--- src/rtl/booth_seq_ctrl.sv ---
// booth_seq_ctrl: sequencing controller for a radix-2 Booth multiplier datapath.
// Accepts an operand pair over a ready/valid handshake and drives the datapath
// one operation at a time (INIT/ADD/SUB/SHIFT, each followed by NOP). It then
// captures the 2*BIT_LEN product and holds it behind a ready/valid output.
// Ports:
//   clk, rst              clock, synchronous active-high reset
//   in_valid/in_ready     operand handshake; in_a multiplicand, in_b multiplier
//   dp_in1/dp_in2         latched operands to the datapath
//   dp_op                 registered datapath op code
//   dp_signal             datapath status {B[0], FIN}
//   dp_out                datapath product {X,B}
//   busy                  multiplication in progress
//   out_valid/out_ready   result handshake; result holds the captured product
module booth_seq_ctrl #(
  parameter int unsigned BIT_LEN = 4
) (
  input  logic                   clk,
  input  logic                   rst,
  input  logic                   in_valid,
  output logic                   in_ready,
  input  logic [BIT_LEN-1:0]     in_a,
  input  logic [BIT_LEN-1:0]     in_b,
  output logic [BIT_LEN-1:0]     dp_in1,
  output logic [BIT_LEN-1:0]     dp_in2,
  output logic [2:0]             dp_op,
  input  logic [1:0]             dp_signal,
  input  logic [2*BIT_LEN-1:0]   dp_out,
  output logic                   busy,
  output logic                   out_valid,
  input  logic                   out_ready,
  output logic [2*BIT_LEN-1:0]   result
);

  localparam int unsigned PW = 2 * BIT_LEN;

  localparam logic [2:0] OP_INIT  = 3'b000;
  localparam logic [2:0] OP_NOP   = 3'b001;
  localparam logic [2:0] OP_ADD   = 3'b010;
  localparam logic [2:0] OP_SUB   = 3'b011;
  localparam logic [2:0] OP_SHIFT = 3'b100;

  typedef enum logic [2:0] {
    S_IDLE,
    S_INIT,
    S_DECIDE,
    S_ARITH,
    S_AWAIT,
    S_SHIFT,
    S_DONE
  } state_e;

  state_e               state_q, state_d;
  logic                 qm1_q, qm1_d;
  logic                 sub_q, sub_d;
  logic [BIT_LEN-1:0]   a_q, a_d;
  logic [BIT_LEN-1:0]   b_q, b_d;
  logic [PW-1:0]        result_q, result_d;
  logic [2:0]           dp_op_q, dp_op_d;
  logic                 in_ready_q, in_ready_d;
  logic                 busy_q, busy_d;
  logic                 out_valid_q, out_valid_d;

  logic                 dp_b0;
  logic                 dp_fin;

  assign dp_b0  = dp_signal[1];
  assign dp_fin = dp_signal[0];

  // Next-state and datapath bookkeeping
  always_comb begin
    state_d  = state_q;
    qm1_d    = qm1_q;
    sub_d    = sub_q;
    a_d      = a_q;
    b_d      = b_q;
    result_d = result_q;

    unique case (state_q)
      S_IDLE: begin
        if (in_valid) begin
          a_d     = in_a;
          b_d     = in_b;
          qm1_d   = 1'b0;
          state_d = S_INIT;
        end
      end
      S_INIT: state_d = S_DECIDE;
      S_DECIDE: begin
        if (dp_fin) begin
          result_d = dp_out;
          state_d  = S_DONE;
        end else if ({dp_b0, qm1_q} == 2'b10) begin
          sub_d   = 1'b1;
          state_d = S_ARITH;
        end else if ({dp_b0, qm1_q} == 2'b01) begin
          sub_d   = 1'b0;
          state_d = S_ARITH;
        end else begin
          qm1_d   = dp_b0;
          state_d = S_SHIFT;
        end
      end
      S_ARITH: state_d = S_AWAIT;
      // Add/sub only touches X, so B0 is still the bit this step decided on
      S_AWAIT: begin
        qm1_d   = dp_b0;
        state_d = S_SHIFT;
      end
      S_SHIFT: state_d = S_DECIDE;
      S_DONE: begin
        if (out_ready) state_d = S_IDLE;
      end
      default: state_d = S_IDLE;
    endcase
  end

  // Moore outputs decoded from the next state so they register in step with it
  always_comb begin
    dp_op_d     = OP_NOP;
    in_ready_d  = 1'b0;
    busy_d      = 1'b0;
    out_valid_d = 1'b0;

    unique case (state_d)
      S_IDLE:   in_ready_d = 1'b1;
      S_INIT: begin
        dp_op_d = OP_INIT;
        busy_d  = 1'b1;
      end
      S_DECIDE: busy_d = 1'b1;
      S_ARITH: begin
        dp_op_d = sub_d ? OP_SUB : OP_ADD;
        busy_d  = 1'b1;
      end
      S_AWAIT:  busy_d = 1'b1;
      S_SHIFT: begin
        dp_op_d = OP_SHIFT;
        busy_d  = 1'b1;
      end
      S_DONE:   out_valid_d = 1'b1;
      default:  in_ready_d = 1'b0;
    endcase
  end

  // State and output registers
  always_ff @(posedge clk) begin
    if (rst) begin
      state_q     <= S_IDLE;
      qm1_q       <= 1'b0;
      sub_q       <= 1'b0;
      a_q         <= '0;
      b_q         <= '0;
      result_q    <= '0;
      dp_op_q     <= OP_NOP;
      in_ready_q  <= 1'b1;
      busy_q      <= 1'b0;
      out_valid_q <= 1'b0;
    end else begin
      state_q     <= state_d;
      qm1_q       <= qm1_d;
      sub_q       <= sub_d;
      a_q         <= a_d;
      b_q         <= b_d;
      result_q    <= result_d;
      dp_op_q     <= dp_op_d;
      in_ready_q  <= in_ready_d;
      busy_q      <= busy_d;
      out_valid_q <= out_valid_d;
    end
  end

  assign dp_in1    = a_q;
  assign dp_in2    = b_q;
  assign dp_op     = dp_op_q;
  assign in_ready  = in_ready_q;
  assign busy      = busy_q;
  assign out_valid = out_valid_q;
  assign result    = result_q;

endmodule

--- config.mk ---
export PLATFORM = sky130hd
export DESIGN_NAME = booth_seq_ctrl
export DESIGN_NICKNAME = d
export VERILOG_FILES = /design/src/rtl/booth_seq_ctrl.sv
export SDC_FILE = /design/constraint.sdc
export NUM_CORES = 1
export LEC_CHECK = 0
export CAP_MARGIN = 20
export CORE_ASPECT_RATIO = 1.1
export CORE_MARGIN = 3
export CORE_UTILIZATION = 38
export CTS_CLUSTER_DIAMETER = 150
export DETAILED_ROUTE_END_ITERATION = 10
export PLACE_DENSITY = 0.82
export SETUP_SLACK_MARGIN = 0.2
export SYNTH_ARGS = -nofsm -noshare
export SYNTH_HDL_FRONTEND = slang
export SYNTH_SLANG_ARGS = --single-unit
--- constraint.sdc ---
create_clock -name clk -period 1.5 [get_ports clk]
set_input_delay 0.3 -clock clk [delete_from_list [all_inputs] [get_ports clk]]
set_output_delay 0.3 -clock clk [all_outputs]
set_load 0.02 [all_outputs]
=== Word-level counts from Yosys, hierarchy flattened ===
Index checks and enable logic that the tools add are counted.

* Reductions and logical operators: 8
* Equality and inequality tests: 18
* Mux-type cells: 20

{| class="wikitable"
|+ Operators by type and width
! cell !! count
|-
| 3-bit == test (second input constant) || 6
|-
| 3-bit case mux with 6 select lines || 1
|-
| 3-bit two-way mux || 5
|-
| 3-bit by 2-bit == test with 1-bit output (second input constant) || 4
|-
| 1-bit two-way mux || 12
|-
| 3-bit case mux with 3 select lines || 1
|-
| 2-bit != test (second input constant) || 4
|-
| 3-bit by 1-bit == test with 1-bit output (second input constant) || 2
|-
| 3-bit logical NOT || 2
|-
| 5-bit AND reduction || 1
|-
| 5-bit OR reduction || 1
|-
| 2-bit AND reduction || 2
|-
| 1-bit case mux with 3 select lines || 1
|-
| 3-bit nonzero test || 1
|-
| 2-bit by 1-bit == test with 1-bit output (second input constant) || 1
|-
| 2-bit == test (second input constant) || 1
|-
| 2-bit OR reduction || 1
|}

* Word-level logic and storage cells: 56
* Bits in registers: 27
* Output and inout port bits: 22
* Input port bits: 22

=== Longest topological paths before layout ===
* Depth in word-level cells: 8
* Gate-level depth with buffers: 5
* Gate-level depth less buffers: 5

=== Worst setup path after synthesis ===
No wires, ideal clock.

* Path type: input to register
* From: input port dp_signal[1]
* To: register busy_q (netlist: busy)
* Arrival time: 1465 ps
* Required time: 1443 ps
* Buffers on the path: 0
* Stages: 5
* Library setup time: 57 ps
* Setup slack: -22 ps
* Cell sequence: inv_1 ha_1 or3b_2 a31oi_1 o21ba_2

* Word-level cells in the longest chain between the ends: 8

{| class="wikitable"
|+ Ends and longest elaborated chain
! item !! line !! source
|-
| start, declared || 26 || <nowiki>input logic [1:0] dp_signal,</nowiki>
|-
| 2-bit by 1-bit == test with 1-bit output || 95 || <nowiki>end else if ({dp_b0, qm1_q} == 2'b01) begin</nowiki>
|-
| 3-bit two-way mux || 95 ||
|-
| 3-bit two-way mux (*) || 92 || <nowiki>end else if ({dp_b0, qm1_q} == 2'b10) begin</nowiki>
|-
| 3-bit two-way mux (*) || 89 || <nowiki>if (dp_fin) begin</nowiki>
|-
| 3-bit case mux with 6 select lines (*) || 78 || <nowiki>unique case (state_q)</nowiki>
|-
| 3-bit == test, or another cell as far along || 124 || <nowiki>unique case (state_d)</nowiki>
|-
| 5-bit OR reduction (no source line) (*) || -- ||
|-
| 1-bit two-way mux (*) || 124 ||
|-
| end signal, assigned || 167 || <nowiki>busy_q <= busy_d;</nowiki>
|-
| end, declared || 60 || <nowiki>logic busy_q, busy_d;</nowiki>
|}

Every way passes the cells marked *; elsewhere a longest branch is shown, timed or not.
A chain may end at the register's enable or synchronous reset.

=== Worst setup path in the final report ===
* From: register state_q[0]
* To: register qm1_q

* Word-level cells in the longest chain between the ends: 3

{| class="wikitable"
|+ Ends and longest elaborated chain
! item !! line !! source
|-
| start, declared || 52 || <nowiki>state_e state_q, state_d;</nowiki>
|-
| start signal, assigned || 159 || <nowiki>state_q <= state_d;</nowiki>
|-
| 3-bit by 2-bit == test with 1-bit output, or another cell as far along || 78 ||
|-
| 2-bit != test (no source line) / 3-bit nonzero test (equally long branches) || -- ||
|-
| 5-bit AND reduction (no source line) || -- ||
|-
| end signal, assigned || 160 || <nowiki>qm1_q <= qm1_d;</nowiki>
|-
| end, declared || 53 || <nowiki>logic qm1_q, qm1_d;</nowiki>
|}

Several ways; a longest one is shown, not always the timed one.

==> impl_metrics.env <==
export IMPL_post_route_min_period_ns=1.431
export IMPL_seq_area_frac_synth_pct=49.60
export IMPL_worstSkewPairLatency_ns=0.32
export IMPL_area_growth_pct=66.93
export IMPL_grt_usage_pct=17.70
export IMPL_swShare_pct=29.78
export IMPL_grt_max_degree=17
export IMPL_hold_viol_final=0
export IMPL_crit_required_ns=1.73
export IMPL_hold_slack_ns=0.4654
export IMPL_vdd_ir_drop_max_uv=711.9
export IMPL_worst_pin_slew_ns=0.4014
export IMPL_seqPwrFrac_pct=50.3
export IMPL_worst_path_largest_cell_delay_ns=0.53
export IMPL_wire_per_inst_um=14.24
export IMPL_io_pins=44
export IMPL_ys_types=31
export IMPL_crit_arrival_ns=1.66
export IMPL_drc=0
export IMPL_nNetsFinal=207
export IMPL_cp_buffers_inverters=0
export IMPL_slowest_stage="or4b_4"
export IMPL_antenna_found_initial=0
export IMPL_cts_buffers=3
export IMPL_htree_num_levels=1
export IMPL_synth_top_family_by_area="simple AND/OR/NAND/NOR gates"
export IMPL_setup_worst_path_start_class="flip-flop"
export IMPL_grt_pass1_wl_um=5154
export IMPL_clk_pin_slew_ns=0.14
export IMPL_max_slew_margin_pct=73.19
export IMPL_synth_async_sr_flop_share_pct=0
export IMPL_die_y_um=62.17
export IMPL_ys_warn_count=0
export IMPL_power_density_mw_per_mm2=873.2
export IMPL_p_int_mw=1.115
export IMPL_muxShareOfSynthArea_pct=9.185
export IMPL_combPwrFrac_pct=29.8
export IMPL_dieArea_mm2=0.003547
export IMPL_leakage_nw=0.7182
export IMPL_die_w_um=57.06
export IMPL_grt_overflow_total=0
export IMPL_cts_sinks=27
export IMPL_rows=19
export IMPL_first_pass_iters=4
export IMPL_outcome="completed"
export IMPL_cts_tree="done"
export IMPL_synth_avg_cell_area_um2=9.158
export IMPL_synthCells=119
export IMPL_synthSimpleGateAreaFrac_pct=21.01
export IMPL_avgViaCountPerCell=5.052
export IMPL_power_switching_mw=0.4731
export IMPL_start_util_pct=41.67
export IMPL_portBuffers=43
export IMPL_cp_max_fo=3
export IMPL_rsz0062_at_grt="true"
export IMPL_synthAdderAreaFrac_pct=2.296
export IMPL_num_antenna_cells=0
export IMPL_crit_family="simple AND/OR/NAND/NOR gates"
export IMPL_ant_nets=0
export IMPL_clock_fmax_mhz=698.9
export IMPL_post_dp_hpwl_um=2218
export IMPL_drv_cap=0
export IMPL_endpoint_kind="flip-flop"
export IMPL_floorplan_core_area_mm2=0.002615
export IMPL_critPathKind="reg2reg"
export IMPL_final_setup_skew_ns=0.002911
export IMPL_synth_edf_count=0
export IMPL_synth_compound_area_share_pct=12.97
export IMPL_syn_num_nets=143
export IMPL_seq_area_um2=555.5
export IMPL_drt_iter0_markers=19
export IMPL_syn_area_mm2=0.001090
export IMPL_synth_xor_area_share_pct=0.8037
export IMPL_hold_buffers=0
export IMPL_finalMaxSlewViolations=0
export IMPL_drive_gt1_share_pct=37.91
export IMPL_gp_congestion=0.8955
export IMPL_multi_input_area_um2=596.8
export IMPL_ys_ff_latch=27
export IMPL_root_buffer="clkbuf_4"
export IMPL_setup_violations=0
export IMPL_ys_flop_type="dfxtp_1"
export IMPL_path_cells="or4b_4, o32a_1, mux2i_1"
export IMPL_fillers=214
export IMPL_fin_crit_sh_pct=95.38
export IMPL_first_global_vias=1175
export IMPL_totalWireLength_um=3034
export IMPL_fin_tns_setup_ns=0
export IMPL_pwr_share_clk_pct=19.9
export IMPL_route_vias_total=1076
export IMPL_cts_max_path_buffers=2
export IMPL_holdCritPathClass="reg2reg"
[synthesized netlist by cell type, types with 2 or more instances]
master	number	area share (%)
dfxtp_1	27	50
nand2_1	18	6.2
nor2_1	14	4.8
a21oi_1	10	4.6
mux2i_1	10	9.2
inv_1	4	1.4
buf_2	3	1.4
clkbuf_1	3	1.0
nor2b_1	3	1.7
o21ai_0	3	1.4
ha_1	2	2.3
nand3_1	2	0.92
nor3_1	2	0.92
[worst paths after layout]
kind | from | endpoint | slack (ns) | cells after the start
min reg2reg | dp_in1[1] | dp_in1[1] | 0.47 | 2
max reg2reg | state_q[0] | qm1_q | 0.07 | 3
min | dp_in1[1] | dp_in1[1] | 0.47 | 2
max | state_q[0] | qm1_q | 0.07 | 3
[power by group through the flow]
| stage | logic [mW] | registers [mW] | clock network [mW] |
|---|---|---|---|
| detailed placement | 0.436 | 0.811 | 0 |
| finish | 0.473 | 0.799 | 0.316 |
| global route | 0.508 | 0.806 | 0.359 |
| global placement | 0.424 | 0.807 | 0 |
| floorplan | 0.176 | 0.850 | 0 |
| CTS | 0.456 | 0.797 | 0.329 |
[state kept, by name, summed over array words and instances, names as in the netlist]
signal / cells
state_q: 3
sub_q: 1
in_ready: 1
out_valid: 1
busy: 1
dp_op: 3
dp_in1: 4
result: 8
qm1_q: 1
dp_in2: 4
[cell usage in the layout (no fill, tap or decap), types with 3 or more instances in the layout]
cell	netlist	routed
clkbuf_2	0	8
dfxtp_1	27	19
nor2b_1	3	3
inv_1	4	3
nand2_1	18	18
nor2_1	14	14
dfxtp_2	0	6
buf_6	0	4
clkdlybuf4s15_1	0	3
mux2i_1	10	9
clkdlybuf4s15_2	0	10
clkdlybuf4s50_1	0	19
buf_4	0	19
clkbuf_4	0	3
a21oi_1	10	8
[layout make-up]
cell class / instances / share of cell area [%]
multi-input cells: 81 / 32.81
repair buffers: 66 / 32.05
flip-flops and latches: 27 / 30.54
well taps: 31 / 2.132
clock buffers: 3 / 1.238
inverters: 4 / 0.8253
clock inverters: 1 / 0.4127
[stage by stage]
step	total power [mW]	instance area, µm²	worst slack [ns]	utilization (%)	std cells
after floorplan	1.026	1122	0.1367	-	119
after global placement	1.231	1693	-0.3731	64.74	203
after detailed placement	1.246	1693	-0.3920	64.74	203
after CTS	1.582	1818	0.06915	69.52	213
after global routing	1.673	1819	0.02735	69.57	213
final	1.589	1819	0.06926	69.57	213
[tightest hold or removal path, stage by stage, from the launching register on]
cell and delay (ns):
dfxtp_1 0.34, nand2_1 0.05, a21oi_1 0.05
[routing by layer]
layer | routed length, µm | global-route usage [%] | vias up
li1 | - | - | 537
met1 | 1132 | 18.93 | 497
met2 | 1642 | 32.14 | 36
met3 | 201 | 4.348 | 6
met4 | 58 | 7.536 | 0
met5 | 0 | 0 | -
[repair_timing]
| item | CTS | global route |
|---|---|---|
| setup buffers | 6 | 0 |
| endpoints found under the setup margin | 47 | 38 |
| resized for setup | 66 | 25 |
| endpoints found under the hold margin | 0 | 0 |
| pin swaps | 6 | 4 |
[cells by family after synthesis]
| group | after synthesis |
|---|---|
| muxes | 10 |
| xor gates and xnor gates | 1 |
| DFF | 27 |
| AOI/OAI and AO/OA | 22 |
| adders and majority gates | 2 |
| buffers and inverters | 11 |
| and+or+nand+nor | 46 |
Note: power is estimated with default switching activity, not from simulation.
